--- src/rtl/scan_chain_seq_pkg.sv ---
// rtl/scan_chain_seq_pkg.sv - shared types and helpers for the scan chain sequencer
//
// Purpose: sequencer state encoding and the bit-counter width helper.
// Ports:   none (package).

package scan_chain_seq_pkg;

  // Sequencer states.
  typedef enum logic [2:0] {
    IDLE,
    SHIFT,
    CAPTURE,
    UNLOAD,
    FINISH
  } state_e;

  // Width of a counter that must hold 0..n-1.
  // The result is never smaller than 1, so a 1-flop chain still gets a legal vector.
  function automatic int clog2(input int n);
    int w;
    int v;
    w = 0;
    v = n - 1;
    while (v > 0) begin
      w++;
      v = v >> 1;
    end
    if (w < 1) begin
      w = 1;
    end
    return w;
  endfunction

endpackage

--- src/rtl/scan_err_cnt.sv ---
// rtl/scan_err_cnt.sv - registered scan-out compare with saturating mismatch counter
//
// Purpose: holds the expected bit, mask and compare-enable that belong to the
//          bit currently being shifted, compares them against the chain's
//          scan-out, and counts mismatches without wrapping.
// Ports:
//   clk_i, rst_i  clock, asynchronous active-high reset
//   load_i        a pattern beat was accepted; capture exp/mask/cmp_en
//   exp_i         expected scan-out bit for the accepted beat
//   mask_i        1 = ignore this bit
//   cmp_en_i      0 while the chain holds no valid response (first load)
//   clear_i       zero the counter (new sequence)
//   active_i      the chain is shifting this cycle (CHAIN_CE && SE)
//   so_i          chain scan-out
//   err_cnt_o     saturating mismatch count

module scan_err_cnt
  import scan_chain_seq_pkg::*;
#(
  parameter int ERR_W = 16
) (
  input  logic             clk_i,
  input  logic             rst_i,
  input  logic             load_i,
  input  logic             exp_i,
  input  logic             mask_i,
  input  logic             cmp_en_i,
  input  logic             clear_i,
  input  logic             active_i,
  input  logic             so_i,
  output logic [ERR_W-1:0] err_cnt_o
);

  logic             exp_q, exp_d;
  logic             mask_q, mask_d;
  logic             cmp_en_q, cmp_en_d;
  logic [ERR_W-1:0] cnt_q, cnt_d;
  logic             inc;

  // The compare qualifiers are registered alongside SI, so they line up with
  // the cycle in which that bit is actually shifted through the chain.
  always_comb begin
    exp_d    = exp_q;
    mask_d   = mask_q;
    cmp_en_d = cmp_en_q;
    if (load_i) begin
      exp_d    = exp_i;
      mask_d   = mask_i;
      cmp_en_d = cmp_en_i;
    end
  end

  assign inc = active_i && cmp_en_q && !mask_q && (so_i != exp_q);

  always_comb begin
    cnt_d = cnt_q;
    if (clear_i) begin
      cnt_d = '0;
    end else if (inc && !(&cnt_q)) begin
      cnt_d = cnt_q + 1'b1;
    end
  end

  always_ff @(posedge clk_i or posedge rst_i) begin
    if (rst_i) begin
      exp_q    <= 1'b0;
      mask_q   <= 1'b0;
      cmp_en_q <= 1'b0;
      cnt_q    <= '0;
    end else begin
      exp_q    <= exp_d;
      mask_q   <= mask_d;
      cmp_en_q <= cmp_en_d;
      cnt_q    <= cnt_d;
    end
  end

  assign err_cnt_o = cnt_q;

endmodule

--- src/rtl/scan_chain_seq.sv ---
// rtl/scan_chain_seq.sv - load/capture/unload sequencer for one sdffq scan chain
//
// Purpose: consumes pattern beats, drives SE/SI/CHAIN_CE of a single scan
//          chain with overlapped load/unload and one capture cycle between
//          patterns, and reports the masked scan-out mismatch count.
// Ports:
//   CLK, RST        clock (shared with the chain), async active-high reset
//   START, NUM_PAT  start request and pattern count (latched on accept)
//   PAT_VALID/READY beat handshake; PAT_SI load bit, PAT_EXP expected unload
//                   bit, PAT_MASK 1 = do not compare
//   SO              chain scan-out
//   SE, SI          chain scan enable / scan-in
//   CHAIN_CE        chain clock-gate enable
//   BUSY, DONE      sequence in progress / one-cycle completion pulse
//   ERR_CNT, FAIL   saturating mismatch count / count is non-zero

module scan_chain_seq
  import scan_chain_seq_pkg::*;
#(
  parameter int CHAIN_LEN = 64,
  parameter int PAT_W     = 16,
  parameter int ERR_W     = 16
) (
  input  logic             CLK,
  input  logic             RST,
  input  logic             START,
  input  logic [PAT_W-1:0] NUM_PAT,
  input  logic             PAT_VALID,
  output logic             PAT_READY,
  input  logic             PAT_SI,
  input  logic             PAT_EXP,
  input  logic             PAT_MASK,
  input  logic             SO,
  output logic             SE,
  output logic             SI,
  output logic             CHAIN_CE,
  output logic             BUSY,
  output logic             DONE,
  output logic [ERR_W-1:0] ERR_CNT,
  output logic             FAIL
);

  localparam int            CW       = clog2(CHAIN_LEN);
  localparam logic [CW-1:0] LAST_BIT = CW'(CHAIN_LEN - 1);

  state_e           state_q, state_d;
  logic [CW-1:0]    bit_q, bit_d;
  logic [PAT_W-1:0] pat_q, pat_d;
  logic [PAT_W-1:0] num_q, num_d;
  logic             se_q, se_d;
  logic             si_q, si_d;
  logic             ce_q, ce_d;
  logic             ready_q, ready_d;
  logic             busy_q, busy_d;
  logic             done_q, done_d;

  logic             accept;
  logic             last_bit;
  logic             clear;
  logic             cmp_en;

  assign accept   = PAT_VALID && ready_q;
  assign last_bit = (bit_q == LAST_BIT);

  always_comb begin
    state_d = state_q;
    bit_d   = bit_q;
    pat_d   = pat_q;
    num_d   = num_q;
    se_d    = se_q;
    si_d    = si_q;
    ce_d    = 1'b0;
    done_d  = 1'b0;
    clear   = 1'b0;
    cmp_en  = 1'b1;

    // An accepted beat becomes one shift at the chain in the next cycle.
    // Without a beat the clock gate closes and SE/SI simply hold.
    if (accept) begin
      se_d  = 1'b1;
      si_d  = PAT_SI;
      ce_d  = 1'b1;
      bit_d = last_bit ? '0 : bit_q + 1'b1;
    end

    case (state_q)
      IDLE: begin
        if (START) begin
          clear = 1'b1;
          if (NUM_PAT != '0) begin
            num_d   = NUM_PAT;
            pat_d   = '0;
            bit_d   = '0;
            state_d = SHIFT;
          end else begin
            done_d = 1'b1;
          end
        end
      end

      SHIFT: begin
        // Until the first pattern is fully loaded the chain holds nothing
        // worth comparing.
        cmp_en = (pat_q != '0);
        if (accept && last_bit) begin
          pat_d   = pat_q + 1'b1;
          state_d = CAPTURE;
        end
      end

      CAPTURE: begin
        // Capture pulse lands directly behind the last shift of the load.
        se_d    = 1'b0;
        ce_d    = 1'b1;
        state_d = (pat_q < num_q) ? SHIFT : UNLOAD;
      end

      UNLOAD: begin
        if (accept && last_bit) begin
          state_d = FINISH;
        end
      end

      FINISH: begin
        // The last unload bit is compared in this cycle; the count is final
        // when DONE is seen.
        done_d  = 1'b1;
        state_d = IDLE;
      end

      default: begin
        state_d = IDLE;
      end
    endcase

    ready_d = (state_d == SHIFT) || (state_d == UNLOAD);
    busy_d  = (state_d != IDLE);
  end

  always_ff @(posedge CLK or posedge RST) begin
    if (RST) begin
      state_q <= IDLE;
      bit_q   <= '0;
      pat_q   <= '0;
      num_q   <= '0;
      se_q    <= 1'b0;
      si_q    <= 1'b0;
      ce_q    <= 1'b0;
      ready_q <= 1'b0;
      busy_q  <= 1'b0;
      done_q  <= 1'b0;
    end else begin
      state_q <= state_d;
      bit_q   <= bit_d;
      pat_q   <= pat_d;
      num_q   <= num_d;
      se_q    <= se_d;
      si_q    <= si_d;
      ce_q    <= ce_d;
      ready_q <= ready_d;
      busy_q  <= busy_d;
      done_q  <= done_d;
    end
  end

  scan_err_cnt #(
    .ERR_W (ERR_W)
  ) u_err_cnt (
    .clk_i     (CLK),
    .rst_i     (RST),
    .load_i    (accept),
    .exp_i     (PAT_EXP),
    .mask_i    (PAT_MASK),
    .cmp_en_i  (cmp_en),
    .clear_i   (clear),
    .active_i  (ce_q && se_q),
    .so_i      (SO),
    .err_cnt_o (ERR_CNT)
  );

  assign PAT_READY = ready_q;
  assign SE        = se_q;
  assign SI        = si_q;
  assign CHAIN_CE  = ce_q;
  assign BUSY      = busy_q;
  assign DONE      = done_q;
  assign FAIL      = (ERR_CNT != '0);

endmodule

--- config.mk ---
export PLATFORM = sky130hd
export DESIGN_NAME = scan_chain_seq
export DESIGN_NICKNAME = d
export VERILOG_FILES = /design/src/rtl/scan_chain_seq_pkg.sv /design/src/rtl/scan_err_cnt.sv /design/src/rtl/scan_chain_seq.sv
export SDC_FILE = /design/constraint.sdc
export NUM_CORES = 1
export LEC_CHECK = 0
export BUFFER_PORTS_ARGS = -buffer_cell sky130_fd_sc_hd__buf_2
export CAP_MARGIN = 20
export CORE_MARGIN = 3
export CORE_UTILIZATION = 58
export CTS_BUF_LIST = sky130_fd_sc_hd__clkbuf_16
export DETAILED_ROUTE_END_ITERATION = 6
export GPL_TIMING_DRIVEN = 1
export PLACE_DENSITY = 0.86
export SYNTH_ARGS = -nofsm -noshare
export SYNTH_HDL_FRONTEND = slang
export SYNTH_HIERARCHICAL = 1
export SYNTH_SLANG_ARGS = --single-unit
--- constraint.sdc ---
create_clock -name CLK -period 2.4 [get_ports CLK]
set_clock_uncertainty 0.15 [all_clocks]
set_input_delay 0.36 -clock CLK [delete_from_list [all_inputs] [get_ports CLK]]
set_output_delay 0.36 -clock CLK [all_outputs]
set_load 0.01 [all_outputs]
======== After elaboration in Yosys (flattened, before gate mapping) ========
Index checks and enable logic that the tools add are counted.
word-level totals
  register bits after elaboration ......... 66
  bits of input ports ..................... 24
cells by class
  add/subtract/negate cells ............... 3
  magnitude comparators ................... 1
  eq/ne operators ......................... 11
  muxes and demuxes ....................... 27
  reductions and logical operators ........ 21
operators with widths
  cell                   number
  $mux 16                5
  $reduce_bool 16->1     3
  $add 16x1->16 const B  2
  $pmux 16 s2            1
  $mux 6                 5
  $lt 16x16->1           1
  $reduce_and 16->1      1
  $mux 3                 4
  $pmux 3 s4             1
  $eq 3x2->1 const B     3
  $mux 1                 9
  $logic_and 1x1->1      7
  $add 6x1->6 const B    1
  $eq 3x1->1 const B     2
  $eq 6x6->1 const B     1
  $ne 2x2->1 const B     3
  $reduce_bool 2->1      3
  $reduce_and 4->1       1
  $eq 3x3->1 const B     1
  $logic_not 3->1        1
  $reduce_and 3->1       1
  $reduce_bool 3->1      1
  $logic_not 1->1        2
  $mux 2                 1
  3 further kinds        3

======== Depth between registers and ports, before layout ========
Gate-level depths: netlist of the first run.
  word-level depth ........................ 7
  mapped depth ............................ 7

======== Cells and area by module ========
The synthesis of the first run kept the hierarchy.
by module, submodules not included
  module          times used  cells each  area each (µm²)
  scan_chain_seq  1           263         2,615.0
  scan_err_cnt    1           118         1,118.6

======== Worst setup path after synthesis of the first run ========
Ideal clock, no wire load.
  path type ............................... flip-flop to flip-flop
  from .................................... reg u_err_cnt.cnt_q[0] (netlist: u_err_cnt/err_cnt_o[0])
  to ...................................... reg u_err_cnt.cnt_q[10] (netlist: u_err_cnt/err_cnt_o[10])
  arrival ................................. 1,826 ps
  slack ................................... 297 ps
  stages on the path, launching flop included .. 6
  buffers on the path ..................... 1
  clock period less this slack ............ 2,103 ps
  cell sequence ........................... dfrtp_1 ha_1 or4b_1 buf_2 nor4_1 mux2_1
between the ends
  longest elaborated chain between the ends .. 4
ends and longest elaborated chain
  what                                                   line                RTL
  start, declared                                        scan_err_cnt.sv:37  logic [ERR_W-1:0] cnt_q, cnt_d;
  start signal, assigned                                 scan_err_cnt.sv:74  cnt_q <= cnt_d;
  branches (longest 4 deep; another with $add 16x1->16)  n/a
Several ways; the timed one is not identified. The select of a mux whose other input is x is not followed.
A chain may end at the register's enable or synchronous reset.

======== Worst setup path in the final report of the first run ========
  from .................................... reg u_err_cnt.cnt_q[0] (netlist: u_err_cnt/err_cnt_o[0])
  to ...................................... reg u_err_cnt.cnt_q[8] (netlist: u_err_cnt/err_cnt_o[8])
The elaborated chain is that of the path after synthesis.

==> impl_results.html, run 1 <==
<table>
<tr><th>Metric</th><th>Value</th></tr>
<tr><th colspan="2">Worst setup path</th></tr>
<tr><td>Delay contributed by the slowest stage of the critical path</td><td>600 ps</td></tr>
<tr><td>Data required time of the worst path</td><td>2460 ps</td></tr>
<tr><td>Cell type of the slowest stage on the worst timing path</td><td>or4b_1</td></tr>
<tr><td>Sum of buffers and inverters on the critical path</td><td>0</td></tr>
<tr><td>Peak fanout along the critical path</td><td>7</td></tr>
<tr><td>Data arrival time of the critical path</td><td>2300 ps</td></tr>
<tr><td>Critical Setup Path Class</td><td>flop to flop</td></tr>
<tr><td>Worst-path cell chain</td><td>ha_1 -&gt; or4b_1 -&gt; nor4_1 -&gt; mux2_1</td></tr>
<tr><td>Startpoint class of the critical path</td><td>flop</td></tr>
<tr><td>Critical path endpoint category</td><td>flop</td></tr>
<tr><td>Kind of cell with the highest combined delay on the critical path</td><td>simple AND/OR/NAND/NOR gates</td></tr>
<tr><th colspan="2">Floorplan</th></tr>
<tr><td>Cell row count</td><td>28</td></tr>
<tr><td>Die area</td><td>7440 um2</td></tr>
<tr><td>Initial Util</td><td>61.6%</td></tr>
<tr><td>Y dimension of the die</td><td>86.2 um</td></tr>
<tr><td>Chip width</td><td>86.2 um</td></tr>
<tr><td>Total I/O pin count</td><td>47</td></tr>
<tr><td>CORE AREA</td><td>6060 um2</td></tr>
<tr><th colspan="2">STA</th></tr>
<tr><td>Peak Freq</td><td>445 MHz</td></tr>
<tr><td>Final hold violation count</td><td>0</td></tr>
<tr><td>Final setup violation count</td><td>0</td></tr>
<tr><td>Total Negative Setup Slacks</td><td>0 ps</td></tr>
<tr><td>Slew Limit Fails</td><td>0</td></tr>
<tr><td>Setup repair after global routing missed its margin</td><td>no</td></tr>
<tr><td>Hold WS</td><td>84.3 ps</td></tr>
<tr><td>Max-Slew Margin vs Limit</td><td>50.8%</td></tr>
<tr><td>Slew @ Worst Pin</td><td>737 ps</td></tr>
<tr><td>Shortest clock period the worst path allows after layout</td><td>2250 ps</td></tr>
<tr><td>Period utilisation layout</td><td>93.6%</td></tr>
<tr><th colspan="2">GRT</th></tr>
<tr><td>Initial antenna violation count</td><td>0</td></tr>
<tr><td>Largest net degree at the start of global routing</td><td>28</td></tr>
<tr><td>Total routing resource utilization after global routing</td><td>24.4%</td></tr>
<tr><td>Global route overflow</td><td>0</td></tr>
<tr><td>Vias in the first global route</td><td>3059</td></tr>
<tr><td>Global-route wire length before repair</td><td>14500 um</td></tr>
<tr><th colspan="2">Yosys</th></tr>
<tr><td>Mux share of post-synthesis cell area</td><td>8.11%</td></tr>
<tr><td>Synthesized-area fraction occupied by ao, oa, aoi and oai cells</td><td>11.0%</td></tr>
<tr><td>Adder and majority gate portion of the synthesized area</td><td>6.37%</td></tr>
<tr><td>Count of warnings emitted by yosys</td><td>6</td></tr>
<tr><td>Gate count of the mapped netlist</td><td>381</td></tr>
<tr><td>EDFF count, synth</td><td>0</td></tr>
<tr><td>List of most frequent post-synthesis cells</td><td>dfrtp_1, a21oi_1, nand2_1, inv_1</td></tr>
<tr><td>Top cells by area in the synthesized netlist</td><td>dfrtp_1, ha_1, mux2_1</td></tr>
<tr><td>Synth Area in Simple Gates</td><td>23.6%</td></tr>
<tr><td>Post-synth net total</td><td>424</td></tr>
<tr><td>Cell with the most instances after synthesis</td><td>dfrtp_1</td></tr>
<tr><td>Post-synth design cell area</td><td>3730 um2</td></tr>
<tr><td>Register bit total from synthesis</td><td>66</td></tr>
<tr><td>Number of distinct library cells after synthesis</td><td>53</td></tr>
<tr><td>Synth async-reset ratio</td><td>100%</td></tr>
<tr><td>Average footprint of a synthesized cell</td><td>9.80 um2</td></tr>
<tr><td>Share of the synthesized area in the top cell type</td><td>44.2%</td></tr>
<tr><td>Main combinational cell family by area after synthesis</td><td>simple AND/OR/NAND/NOR gates</td></tr>
<tr><td>Predominant post-synthesis flop cell</td><td>dfrtp_1</td></tr>
<tr><td>Cell type with the largest total area after synthesis</td><td>dfrtp_1</td></tr>
<tr><td>Fraction of the yosys area taken by sequential cells</td><td>44.2%</td></tr>
<tr><td>Area share of xor/xnor cells in the synthesized design</td><td>1.88%</td></tr>
<tr><th colspan="2">Job</th></tr>
<tr><td>MaxCap Viol Count</td><td>0</td></tr>
<tr><th colspan="2">Clock network</th></tr>
<tr><td>CTS tree</td><td>done</td></tr>
<tr><td>Buffer count from post-CTS setup fixing</td><td>0</td></tr>
<tr><td>Post-CTS resize count</td><td>0</td></tr>
<tr><td>Clock tree root driver cell</td><td>clkbuf_16</td></tr>
<tr><td>Clock latency on the worst-skew pair</td><td>330 ps</td></tr>
<tr><td>Number of sinks on the clock net</td><td>66</td></tr>
<tr><td>Maximum clock insertion buffer count</td><td>2</td></tr>
<tr><td>H-tree levels</td><td>3</td></tr>
<tr><td>Clk slew on worst S/H paths</td><td>60 ps</td></tr>
<tr><td>Num CTS Buffers</td><td>9</td></tr>
<tr><th colspan="2">Power</th></tr>
<tr><td>Power Density</td><td>800 nW/um2</td></tr>
<tr><td>Leak Pwr</td><td>0.00198 uW</td></tr>
<tr><td>Maximum VDD drop</td><td>574 uV</td></tr>
<tr><th colspan="2">Layout</th></tr>
<tr><td>Layout area overhead</td><td>17.8%</td></tr>
<tr><td>Antenna diode instance count</td><td>0</td></tr>
<tr><td>Share of post-route cells with drive strength above 1</td><td>19.4%</td></tr>
<tr><td>Post-layout nets</td><td>477</td></tr>
<tr><th colspan="2">Routing</th></tr>
<tr><td>TritonRoute pass-1 iters</td><td>5</td></tr>
<tr><td>DRC</td><td>0</td></tr>
<tr><td>Drt first-iter violations</td><td>271</td></tr>
<tr><td>Average routed wire per standard cell</td><td>16.6 um</td></tr>
<tr><td>Total via count after detailed routing</td><td>3189</td></tr>
<tr><td>Number of vias per cell after detailed routing</td><td>6.20</td></tr>
<tr><td>Number of nets still failing antenna checks after routing</td><td>0</td></tr>
<tr><td>Final Routed Wirelength</td><td>8520 um</td></tr>
<tr><th colspan="2">Placed design</th></tr>
<tr><td>Number of port buffers</td><td>46</td></tr>
<tr><td>Post-DP HPWL</td><td>6050 um</td></tr>
<tr><td>Weighted congestion at the end of routability-driven global placement</td><td>0.830</td></tr>
<tr><th colspan="2">Worst hold path</th></tr>
<tr><td>Hold/Removal Path Class</td><td>primary input to flop</td></tr>
<tr><th colspan="2">Outcome</th></tr>
<tr><td>Result of the run</td><td>finished clean</td></tr>
</table>
worst paths after layout:
path	from	endpoint	slack [ps]	cells after the start
min reg2reg	num_q[5]	num_q[5]	340	1
min in group asynchronous	RST	pat_q[11]	420	3
max in group asynchronous	RST	u_err_cnt/err_cnt_o[13]	1060	3
min	PAT_SI	SI	80	3
max reg2reg	u_err_cnt/err_cnt_o[0]	u_err_cnt/err_cnt_o[8]	150	4
max	u_err_cnt/err_cnt_o[0]	u_err_cnt/err_cnt_o[8]	150	4
cell families (layout without fill, tap and decap cells):
family	after synthesis	count (layout)
AO/OA/AOI/OAI	67	67
multiplexers	27	27
AND/OR/NAND/NOR	153	153
XOR/XNOR	8	8
flip-flops	66	66
adder cells (fa/ha/maj)	19	19
buffers and inverters	41	99
sequential cells by signal (all words and copies together) (netlist names):
register,count
num_q,16
pat_q,16
u_err_cnt/err_cnt_o,16
bit_q,6
state_q,3
BUSY,1
CHAIN_CE,1
DONE,1
PAT_READY,1
SE,1
SI,1
u_err_cnt/cmp_en_q,1
u_err_cnt/exp_q,1
u_err_cnt/mask_q,1
placed cells by master, fill, tap and decap left out, types with 2 or more instances in the layout:
cell	Yosys	layout
a21oi_1	27	27
xnor2_1	3	3
nor3_1	11	11
clkinv_1	1	2
ha_1	19	19
nand2b_1	3	3
nor2_1	18	18
o21a_1	2	2
and3_1	6	6
buf_4	2	10
clkbuf_16	0	9
nor2b_1	8	8
mux2_2	7	7
o31ai_1	5	5
inv_2	1	2
bufinv_16	0	2
and2_1	3	3
nand4_1	16	16
buf_2	6	46
and4_1	5	5
or4b_1	3	3
nand3_1	11	11
clkinv_4	0	2
dfrtp_1	66	66
inv_1	23	22
a41oi_1	2	2
o211ai_1	4	4
mux2_1	19	19
o21ai_0	16	16
nand2_1	25	25
or3_1	12	12
a32o_1	2	2
or4_1	8	8
nor4_1	16	16
xor2_1	5	5
metrics by stage:
stage / std cells / instance area [um2] / utilization (%) / setup slack, ps / power, uW
after floorplan: 381 / 3730 / - / 297 / 1870
after global placement: 497 / 4070 / 67.1 / 217 / 2070
after detailed placement: 497 / 4070 / 67.1 / 166 / 2120
after CTS: 514 / 4400 / 72.6 / 153 / 3530
after global routing: 514 / 4400 / 72.6 / 35.8 / 3700
final: 514 / 4400 / 72.6 / 154 / 3520
layer usage:
layer	up-vias	share of wire, %	track usage [%]
li1	1519	-	-
met1	1508	44	33.2
met2	139	47	39.0
met3	23	6.6	4.09
met4	0	2.0	10.2
met5	-	0	0
area by class of cell:
cell class / instances / area [um2]
clock inverter: 7 / 93.8
clock buffer: 9 / 225
multi-input combinational: 274 / 1900
fill: 450 / 1660
sequential: 66 / 1650
tap: 75 / 93.8
inverter: 25 / 93.8
timing repair buffer: 58 / 335
worst register-to-register path, cell delays in order, from the launching register on:
cell	delay, ps
dfrtp_1	410
ha_1	260
or4b_1	600
nor4_1	350
mux2_1	360
report_power, final:
group          switching [uW]  internal (uW)
clock                     490            906
sequential                170           1280
combinational             379            297
timing repair:
item / 4_1_cts / 5_1_grt
hold buffers: 1 / 0
hold endpoints to repair: 16 / 0
setup endpoints to repair: 0 / 0
(Power assumes the default switching activity.)
==> inputs of run 2 (changes only) <==
--- a/config.mk
+++ b/config.mk
@@ -12,7 +12,7 @@
 export CTS_BUF_LIST = sky130_fd_sc_hd__clkbuf_16
 export DETAILED_ROUTE_END_ITERATION = 6
 export GPL_TIMING_DRIVEN = 1
-export PLACE_DENSITY = 0.86
+export PLACE_DENSITY = 0.88
 export SYNTH_ARGS = -nofsm -noshare
 export SYNTH_HDL_FRONTEND = slang
 export SYNTH_HIERARCHICAL = 1
==> impl_results.html, run 2 (synthesized netlist as in run 1, its figures left out) <==
<table>
<tr><th>Metric</th><th>Value</th></tr>
<tr><th colspan="2">Clock network</th></tr>
<tr><td>Clk slew on worst S/H paths</td><td>50 ps (was 60 ps)</td></tr>
<tr><td>Maximum clock insertion buffer count</td><td>2 (unchanged)</td></tr>
<tr><td>Number of sinks on the clock net</td><td>66 (unchanged)</td></tr>
<tr><td>H-tree levels</td><td>3 (unchanged)</td></tr>
<tr><td>Num CTS Buffers</td><td>9 (unchanged)</td></tr>
<tr><td>Clock latency on the worst-skew pair</td><td>330 ps (about the same)</td></tr>
<tr><td>Clock tree root driver cell</td><td>clkbuf_16 (unchanged)</td></tr>
<tr><td>CTS tree</td><td>done (unchanged)</td></tr>
<tr><th colspan="2">Worst setup path</th></tr>
<tr><td>Reg-to-reg setup timing slack</td><td>160 ps (was 150 ps)</td></tr>
<tr><td>Data arrival time of the critical path</td><td>2290 ps (was 2300 ps)</td></tr>
<tr><td>Worst-path cell chain</td><td>or4b_1 -&gt; nor2_4 -&gt; buf_4 -&gt; a21oi_1 (was ha_1 -&gt; or4b_1 -&gt; nor4_1 -&gt; mux2_1)</td></tr>
<tr><td>Worst setup path startpoint</td><td>state_q[0] (was u_err_cnt/err_cnt_o[0])</td></tr>
<tr><td>Data required time of the worst path</td><td>2450 ps (was 2460 ps)</td></tr>
<tr><td>Cell type of the slowest stage on the worst timing path</td><td>or4b_1 (unchanged)</td></tr>
<tr><td>FF-to-FF End</td><td>pat_q[5] (was u_err_cnt/err_cnt_o[8])</td></tr>
<tr><td>Startpoint class of the critical path</td><td>flop (unchanged)</td></tr>
<tr><td>Launch instance of the worst register-to-register path</td><td>state_q[0] (was u_err_cnt/err_cnt_o[0])</td></tr>
<tr><td>Delay contributed by the slowest stage of the critical path</td><td>700 ps (was 600 ps)</td></tr>
<tr><td>Last element of the critical path</td><td>pat_q[5] (was u_err_cnt/err_cnt_o[8])</td></tr>
<tr><td>Sum of buffers and inverters on the critical path</td><td>1 (was 0)</td></tr>
<tr><td>Critical path endpoint category</td><td>flop (unchanged)</td></tr>
<tr><td>Critical Setup Path Class</td><td>flop to flop (unchanged)</td></tr>
<tr><td>Peak fanout along the critical path</td><td>17 (was 7)</td></tr>
<tr><td>Worst Reg-to-Reg Cells</td><td>4 (unchanged)</td></tr>
<tr><td>Worst path depth</td><td>4 (unchanged)</td></tr>
<tr><td>Kind of cell with the highest combined delay on the critical path</td><td>simple AND/OR/NAND/NOR gates (unchanged)</td></tr>
<tr><th colspan="2">STA</th></tr>
<tr><td>Peak Freq</td><td>446 MHz (was 445 MHz)</td></tr>
<tr><td>Max-Slew Margin vs Limit</td><td>50.1% (was 50.8%)</td></tr>
<tr><td>Slew Limit Fails</td><td>0 (unchanged)</td></tr>
<tr><td>Shortest clock period the worst path allows after layout</td><td>2240 ps (was 2250 ps)</td></tr>
<tr><td>Slew @ Worst Pin</td><td>747 ps (was 737 ps)</td></tr>
<tr><td>Period utilisation layout</td><td>93.4% (was 93.6%)</td></tr>
<tr><td>Final hold violation count</td><td>0 (unchanged)</td></tr>
<tr><td>Final setup violation count</td><td>0 (unchanged)</td></tr>
<tr><td>Setup repair after global routing missed its margin</td><td>no (unchanged)</td></tr>
<tr><td>Total Negative Setup Slacks</td><td>0 ps (unchanged)</td></tr>
<tr><th colspan="2">Routing</th></tr>
<tr><td>Final Routed Wirelength</td><td>8450 um (was 8520 um)</td></tr>
<tr><td>TritonRoute pass-1 iters</td><td>5 (unchanged)</td></tr>
<tr><td>Drt first-iter violations</td><td>264 (was 271)</td></tr>
<tr><td>Total via count after detailed routing</td><td>3224 (was 3189)</td></tr>
<tr><td>Number of vias per cell after detailed routing</td><td>6.27 (was 6.20)</td></tr>
<tr><td>DRC</td><td>0 (unchanged)</td></tr>
<tr><td>Number of nets still failing antenna checks after routing</td><td>0 (unchanged)</td></tr>
<tr><td>Average routed wire per standard cell</td><td>16.4 um (was 16.6 um)</td></tr>
<tr><th colspan="2">Job</th></tr>
<tr><td>MaxCap Viol Count</td><td>0 (unchanged)</td></tr>
<tr><th colspan="2">Floorplan</th></tr>
<tr><td>Initial Util</td><td>61.6% (unchanged)</td></tr>
<tr><td>CORE AREA</td><td>6060 um2 (unchanged)</td></tr>
<tr><td>Chip width</td><td>86.2 um (unchanged)</td></tr>
<tr><td>Cell row count</td><td>28 (unchanged)</td></tr>
<tr><td>Total I/O pin count</td><td>47 (unchanged)</td></tr>
<tr><td>Die area</td><td>7440 um2 (unchanged)</td></tr>
<tr><td>Y dimension of the die</td><td>86.2 um (unchanged)</td></tr>
<tr><th colspan="2">GRT</th></tr>
<tr><td>Global route overflow</td><td>0 (unchanged)</td></tr>
<tr><td>Total routing resource utilization after global routing</td><td>24.3% (was 24.4%)</td></tr>
<tr><td>Vias in the first global route</td><td>3137 (was 3059)</td></tr>
<tr><td>Global-route wire length before repair</td><td>14400 um (was 14500 um)</td></tr>
<tr><td>Largest net degree at the start of global routing</td><td>22 (was 28)</td></tr>
<tr><td>Initial antenna violation count</td><td>0 (unchanged)</td></tr>
<tr><th colspan="2">Layout</th></tr>
<tr><td>Antenna diode instance count</td><td>0 (unchanged)</td></tr>
<tr><td>Share of post-route cells with drive strength above 1</td><td>19.1% (was 19.4%)</td></tr>
<tr><td>Filler-free cell count of the finished design</td><td>514 (unchanged)</td></tr>
<tr><td>Post-layout nets</td><td>478 (was 477)</td></tr>
<tr><td>Layout area overhead</td><td>16.8% (was 17.8%)</td></tr>
<tr><td>Commonest cells after routing, fill and taps aside</td><td>dfrtp_1, buf_2, a21oi_1, nand2_1, inv_1 (unchanged)</td></tr>
<tr><td>Most common cell after layout, fill and taps aside</td><td>dfrtp_1 (unchanged)</td></tr>
<tr><th colspan="2">Power</th></tr>
<tr><td>Maximum VDD drop</td><td>568 uV (was 574 uV)</td></tr>
<tr><td>Power Density</td><td>775 nW/um2 (was 800 nW/um2)</td></tr>
<tr><td>Leak Pwr</td><td>0.00197 uW (was 0.00198 uW)</td></tr>
<tr><th colspan="2">Worst hold path</th></tr>
<tr><td>Hold/Removal Path Class</td><td>primary input to flop (unchanged)</td></tr>
<tr><th colspan="2">Placed design</th></tr>
<tr><td>Weighted congestion at the end of routability-driven global placement</td><td>0.910 (was 0.830)</td></tr>
<tr><td>Number of port buffers</td><td>46 (unchanged)</td></tr>
<tr><td>Post-DP HPWL</td><td>5820 um (was 6050 um)</td></tr>
<tr><td>Number of cells in the design after placement</td><td>498 (was 497)</td></tr>
<tr><th colspan="2">Outcome</th></tr>
<tr><td>Result of the run</td><td>finished clean (unchanged)</td></tr>
</table>
run 2: stage by stage:
step	total power, uW	area (um2)	hold WS [ps]	setup slack [ps]	utilization (%)
final	3380	4360	86.1	159	71.9
after global routing	3550	4360	112	87.4	71.9
after CTS	3370	4350	94.1	100	71.8
after detailed placement	2120	4060	245	160	67.1
after global placement	2080	4060	247	218	67.1
after floorplan	1870	3730	161	297	-
run 2: cell type report:
cell class	instances	area, um2
clock buffers	9	225
well taps	75	93.8
inverters	25	93.8
repair buffers	59	330
fillers	457	1700
flip-flops and latches	66	1650
multi-input cells	274	1910
clock inverters	6	50.0
run 2: worst min path at each step:
stage | start | to | slack, ps | cells past startpoint
2_1_floorplan | RST | u_err_cnt/cmp_en_q | 160 | 1
3_3_place_gp | RST | pat_q[11] | 250 | 2
3_5_place_dp | RST | pat_q[15] | 250 | 2
4_1_cts | PAT_SI | SI | 90 | 3
5_1_grt | PAT_SI | SI | 110 | 3
6_report | PAT_SI | SI | 90 | 3
run 2: tightest hold or removal path: cells and delay by family:
kind | cells | cell delay (ps)
buffers and inverters | 1 | 80
AND/OR/NAND/NOR | 2 | 90
run 2: timing repair:
item | CTS | global route
hold buffers | 1 | 0
setup endpoints to repair | 0 | 1
endpoints found under the hold margin | 19 | 0
buffers inserted | 0 | 0
gates resized for setup | 0 | 2
run 2: where the power goes:
group	switching, uW	leakage [uW]	internal [uW]
Clock	464	0.000139	781
Sequential	169	0.000841	1280
Combinational	386	0.000989	303
run 2: per-layer routing:
layer,track usage [%],vias to the layer above,wire length [um]
met5,0,-,0
met3,3.71,23,593
met1,32.9,1533,3680
li1,-,1520,-
met2,38.9,148,4000
met4,11.2,0,172
==> inputs of run 3 (changes only) <==
--- a/config.mk
+++ b/config.mk
@@ -8,11 +8,11 @@
 export BUFFER_PORTS_ARGS = -buffer_cell sky130_fd_sc_hd__buf_2
 export CAP_MARGIN = 20
 export CORE_MARGIN = 3
-export CORE_UTILIZATION = 58
+export CORE_UTILIZATION = 55
 export CTS_BUF_LIST = sky130_fd_sc_hd__clkbuf_16
 export DETAILED_ROUTE_END_ITERATION = 6
 export GPL_TIMING_DRIVEN = 1
-export PLACE_DENSITY = 0.88
+export PLACE_DENSITY = 0.84
 export SYNTH_ARGS = -nofsm -noshare
 export SYNTH_HDL_FRONTEND = slang
 export SYNTH_HIERARCHICAL = 1
==> impl_results.html, run 3 (synthesized netlist as in run 1, its figures left out) <==
<table>
<tr><th>Metric</th><th>Value</th></tr>
<tr><th colspan="2">Clock network</th></tr>
<tr><td>Clk slew on worst S/H paths</td><td>50 ps (about the same)</td></tr>
<tr><td>Clock latency on the worst-skew pair</td><td>330 ps (about the same)</td></tr>
<tr><td>Clock tree root driver cell</td><td>clkbuf_16 (unchanged)</td></tr>
<tr><td>Number of sinks on the clock net</td><td>66 (unchanged)</td></tr>
<tr><td>CTS tree</td><td>done (unchanged)</td></tr>
<tr><td># hold bufs at CTS</td><td>1 (unchanged)</td></tr>
<tr><td>Post-CTS resize count</td><td>0 (unchanged)</td></tr>
<tr><td>Num CTS Buffers</td><td>9 (unchanged)</td></tr>
<tr><td>Buffer count from post-CTS setup fixing</td><td>0 (unchanged)</td></tr>
<tr><td>H-tree levels</td><td>3 (unchanged)</td></tr>
<tr><td>Maximum clock insertion buffer count</td><td>2 (unchanged)</td></tr>
<tr><th colspan="2">STA</th></tr>
<tr><td>Max-Slew Margin vs Limit</td><td>50.3% (was 50.1%)</td></tr>
<tr><td>Slew Limit Fails</td><td>0 (unchanged)</td></tr>
<tr><td>Final hold violation count</td><td>0 (unchanged)</td></tr>
<tr><td>Slew @ Worst Pin</td><td>745 ps (was 747 ps)</td></tr>
<tr><td>Period utilisation layout</td><td>94.8% (was 93.4%)</td></tr>
<tr><td>Final critical-path setup slack</td><td>125 ps (was 159 ps)</td></tr>
<tr><td>Final setup violation count</td><td>0 (unchanged)</td></tr>
<tr><td>Peak Freq</td><td>440 MHz (was 446 MHz)</td></tr>
<tr><td>Shortest clock period the worst path allows after layout</td><td>2280 ps (was 2240 ps)</td></tr>
<tr><td>Total Negative Setup Slacks</td><td>0 ps (unchanged)</td></tr>
<tr><td>Setup repair after global routing missed its margin</td><td>no (unchanged)</td></tr>
<tr><td>Hold WS</td><td>79.6 ps (was 86.1 ps)</td></tr>
<tr><th colspan="2">Power</th></tr>
<tr><td>Leak Pwr</td><td>0.00197 uW (about the same)</td></tr>
<tr><td>Maximum VDD drop</td><td>403 uV (was 568 uV)</td></tr>
<tr><td>Power Density</td><td>767 nW/um2 (was 775 nW/um2)</td></tr>
<tr><td>Cell-internal power</td><td>2350 uW (was 2360 uW)</td></tr>
<tr><td>Reg power frac</td><td>43.4% (was 42.8%)</td></tr>
<tr><td>Switching part of the total power</td><td>29.6% (was 30.2%)</td></tr>
<tr><td>Combinational Power Share</td><td>19.9% (was 20.4%)</td></tr>
<tr><td>Power, Total</td><td>3340 uW (was 3380 uW)</td></tr>
<tr><td>Clock power frac</td><td>36.7% (was 36.8%)</td></tr>
<tr><td>Net switching power</td><td>988 uW (was 1020 uW)</td></tr>
<tr><th colspan="2">Routing</th></tr>
<tr><td>Total via count after detailed routing</td><td>3191 (was 3224)</td></tr>
<tr><td>Number of nets still failing antenna checks after routing</td><td>0 (unchanged)</td></tr>
<tr><td>Number of vias per cell after detailed routing</td><td>6.20 (was 6.27)</td></tr>
<tr><td>Drt first-iter violations</td><td>214 (was 264)</td></tr>
<tr><td>Average routed wire per standard cell</td><td>16.4 um (about the same)</td></tr>
<tr><td>DRC</td><td>0 (unchanged)</td></tr>
<tr><td>Final Routed Wirelength</td><td>8470 um (was 8450 um)</td></tr>
<tr><td>TritonRoute pass-1 iters</td><td>5 (unchanged)</td></tr>
<tr><th colspan="2">Placed design</th></tr>
<tr><td>Post-DP HPWL</td><td>5940 um (was 5820 um)</td></tr>
<tr><td>Cell area after placement</td><td>4070 um2 (was 4060 um2)</td></tr>
<tr><td>Worst slack, placed</td><td>144 ps (was 160 ps)</td></tr>
<tr><td>Number of port buffers</td><td>46 (unchanged)</td></tr>
<tr><td>Weighted congestion at the end of routability-driven global placement</td><td>0.863 (was 0.910)</td></tr>
<tr><th colspan="2">Worst setup path</th></tr>
<tr><td>Data required time of the worst path</td><td>2450 ps (about the same)</td></tr>
<tr><td>Critical path endpoint category</td><td>flop (unchanged)</td></tr>
<tr><td>Peak fanout along the critical path</td><td>7 (was 17)</td></tr>
<tr><td>Data arrival time of the critical path</td><td>2330 ps (was 2290 ps)</td></tr>
<tr><td>Delay contributed by the slowest stage of the critical path</td><td>590 ps (was 700 ps)</td></tr>
<tr><td>Kind of cell with the highest combined delay on the critical path</td><td>simple AND/OR/NAND/NOR gates (unchanged)</td></tr>
<tr><td>Critical Setup Path Class</td><td>flop to flop (unchanged)</td></tr>
<tr><td>Sum of buffers and inverters on the critical path</td><td>0 (was 1)</td></tr>
<tr><td>Startpoint class of the critical path</td><td>flop (unchanged)</td></tr>
<tr><td>Worst-path cell chain</td><td>ha_1 -&gt; or4b_1 -&gt; nor4_1 -&gt; mux2_1 (was or4b_1 -&gt; nor2_4 -&gt; buf_4 -&gt; a21oi_1)</td></tr>
<tr><td>Cell type of the slowest stage on the worst timing path</td><td>or4b_1 (unchanged)</td></tr>
<tr><th colspan="2">Floorplan</th></tr>
<tr><td>Total I/O pin count</td><td>47 (unchanged)</td></tr>
<tr><td>Cell row count</td><td>29 (was 28)</td></tr>
<tr><td>CORE AREA</td><td>6460 um2 (was 6060 um2)</td></tr>
<tr><td>Y dimension of the die</td><td>88.4 um (was 86.2 um)</td></tr>
<tr><td>Initial Util</td><td>57.8% (was 61.6%)</td></tr>
<tr><td>Die area</td><td>7810 um2 (was 7440 um2)</td></tr>
<tr><td>Chip width</td><td>88.4 um (was 86.2 um)</td></tr>
<tr><th colspan="2">GRT</th></tr>
<tr><td>Global-route wire length before repair</td><td>14100 um (was 14400 um)</td></tr>
<tr><td>Initial antenna violation count</td><td>0 (unchanged)</td></tr>
<tr><td>Total routing resource utilization after global routing</td><td>23.3% (was 24.3%)</td></tr>
<tr><td>Global route overflow</td><td>0 (unchanged)</td></tr>
<tr><td>Largest net degree at the start of global routing</td><td>34 (was 22)</td></tr>
<tr><td>Vias in the first global route</td><td>3112 (was 3137)</td></tr>
<tr><th colspan="2">Layout</th></tr>
<tr><td>Post-layout nets</td><td>477 (was 478)</td></tr>
<tr><td>Most common cell after layout, fill and taps aside</td><td>dfrtp_1 (unchanged)</td></tr>
<tr><td>Antenna diode instance count</td><td>0 (unchanged)</td></tr>
<tr><td>Layout area overhead</td><td>16.7% (was 16.8%)</td></tr>
<tr><td>Commonest cells after routing, fill and taps aside</td><td>dfrtp_1, buf_2, a21oi_1, nand2_1, inv_1 (unchanged)</td></tr>
<tr><td>Share of post-route cells with drive strength above 1</td><td>18.5% (was 19.1%)</td></tr>
<tr><td>Total non-filler cell area in the finished layout</td><td>4360 um2 (about the same)</td></tr>
<tr><th colspan="2">Job</th></tr>
<tr><td>MaxCap Viol Count</td><td>0 (unchanged)</td></tr>
<tr><th colspan="2">Worst hold path</th></tr>
<tr><td>Hold/Removal Path Class</td><td>primary input to flop (unchanged)</td></tr>
<tr><th colspan="2">Outcome</th></tr>
<tr><td>Result of the run</td><td>finished clean (unchanged)</td></tr>
</table>
==> run 3: cell count changes in the layout (fill, tap and decap cells not counted) <==
cell,change
or4b_1,+1
or4b_4,-1
nor4_2,-1
buf_12,+1
nor4_1,+1
buf_4,-2
==> run 3: worst reg2reg max path: stages, from the launching register on <==
cell and delay, ps:
dfrtp_1 420, ha_1 260, or4b_1 590, nor4_1 360, mux2_1 370
==> run 3: layout make-up <==
type / count / area [um2]
fillers: 530 / 2100
multi-input cells: 274 / 1900
flip-flops and latches: 66 / 1650
repair buffers: 58 / 335
clock buffers: 9 / 225
well taps: 77 / 96.3
inverters: 25 / 93.8
clock inverters: 6 / 50.0
==> run 3: per-layer routing <==
layer,GRT usage (%),wire length [um],vias to the layer above
met3,5.21,504,20
met2,38.1,4130,128
met1,29.9,3640,1528
met5,0,0,-
li1,-,-,1515
met4,9.62,187,0
==> run 3: final timing paths <==
| kind | startpoint | endpoint | cells past startpoint | slack [ps] |
|---|---|---|---|---|
| hold reg to reg | SI | SI | 2 | 330 |
| setup reg to reg | u_err_cnt/err_cnt_o[0] | u_err_cnt/err_cnt_o[10] | 4 | 120 |
| setup / recovery | u_err_cnt/err_cnt_o[0] | u_err_cnt/err_cnt_o[10] | 4 | 120 |
| hold / removal | PAT_SI | SI | 3 | 80 |
| min in group asynchronous | RST | pat_q[12] | 3 | 430 |
| max in group asynchronous | RST | u_err_cnt/err_cnt_o[6] | 3 | 1050 |
==> run 3: power by group through the flow <==
stage	registers [uW]	clock network (uW)	logic, uW
2_1_floorplan	1470	0	406
3_3_place_gp	1450	0	630
3_5_place_dp	1470	0	660
4_1_cts	1450	1250	670
5_1_grt	1480	1300	756
6_report	1450	1230	665
==> run 3: through the flow <==
stage / cells / util [%]
detailed placement: 499 / 63.0
finish: 515 / 67.5
global route: 515 / 67.5
global placement: 499 / 63.0
floorplan: 381 / -
CTS: 515 / 67.5
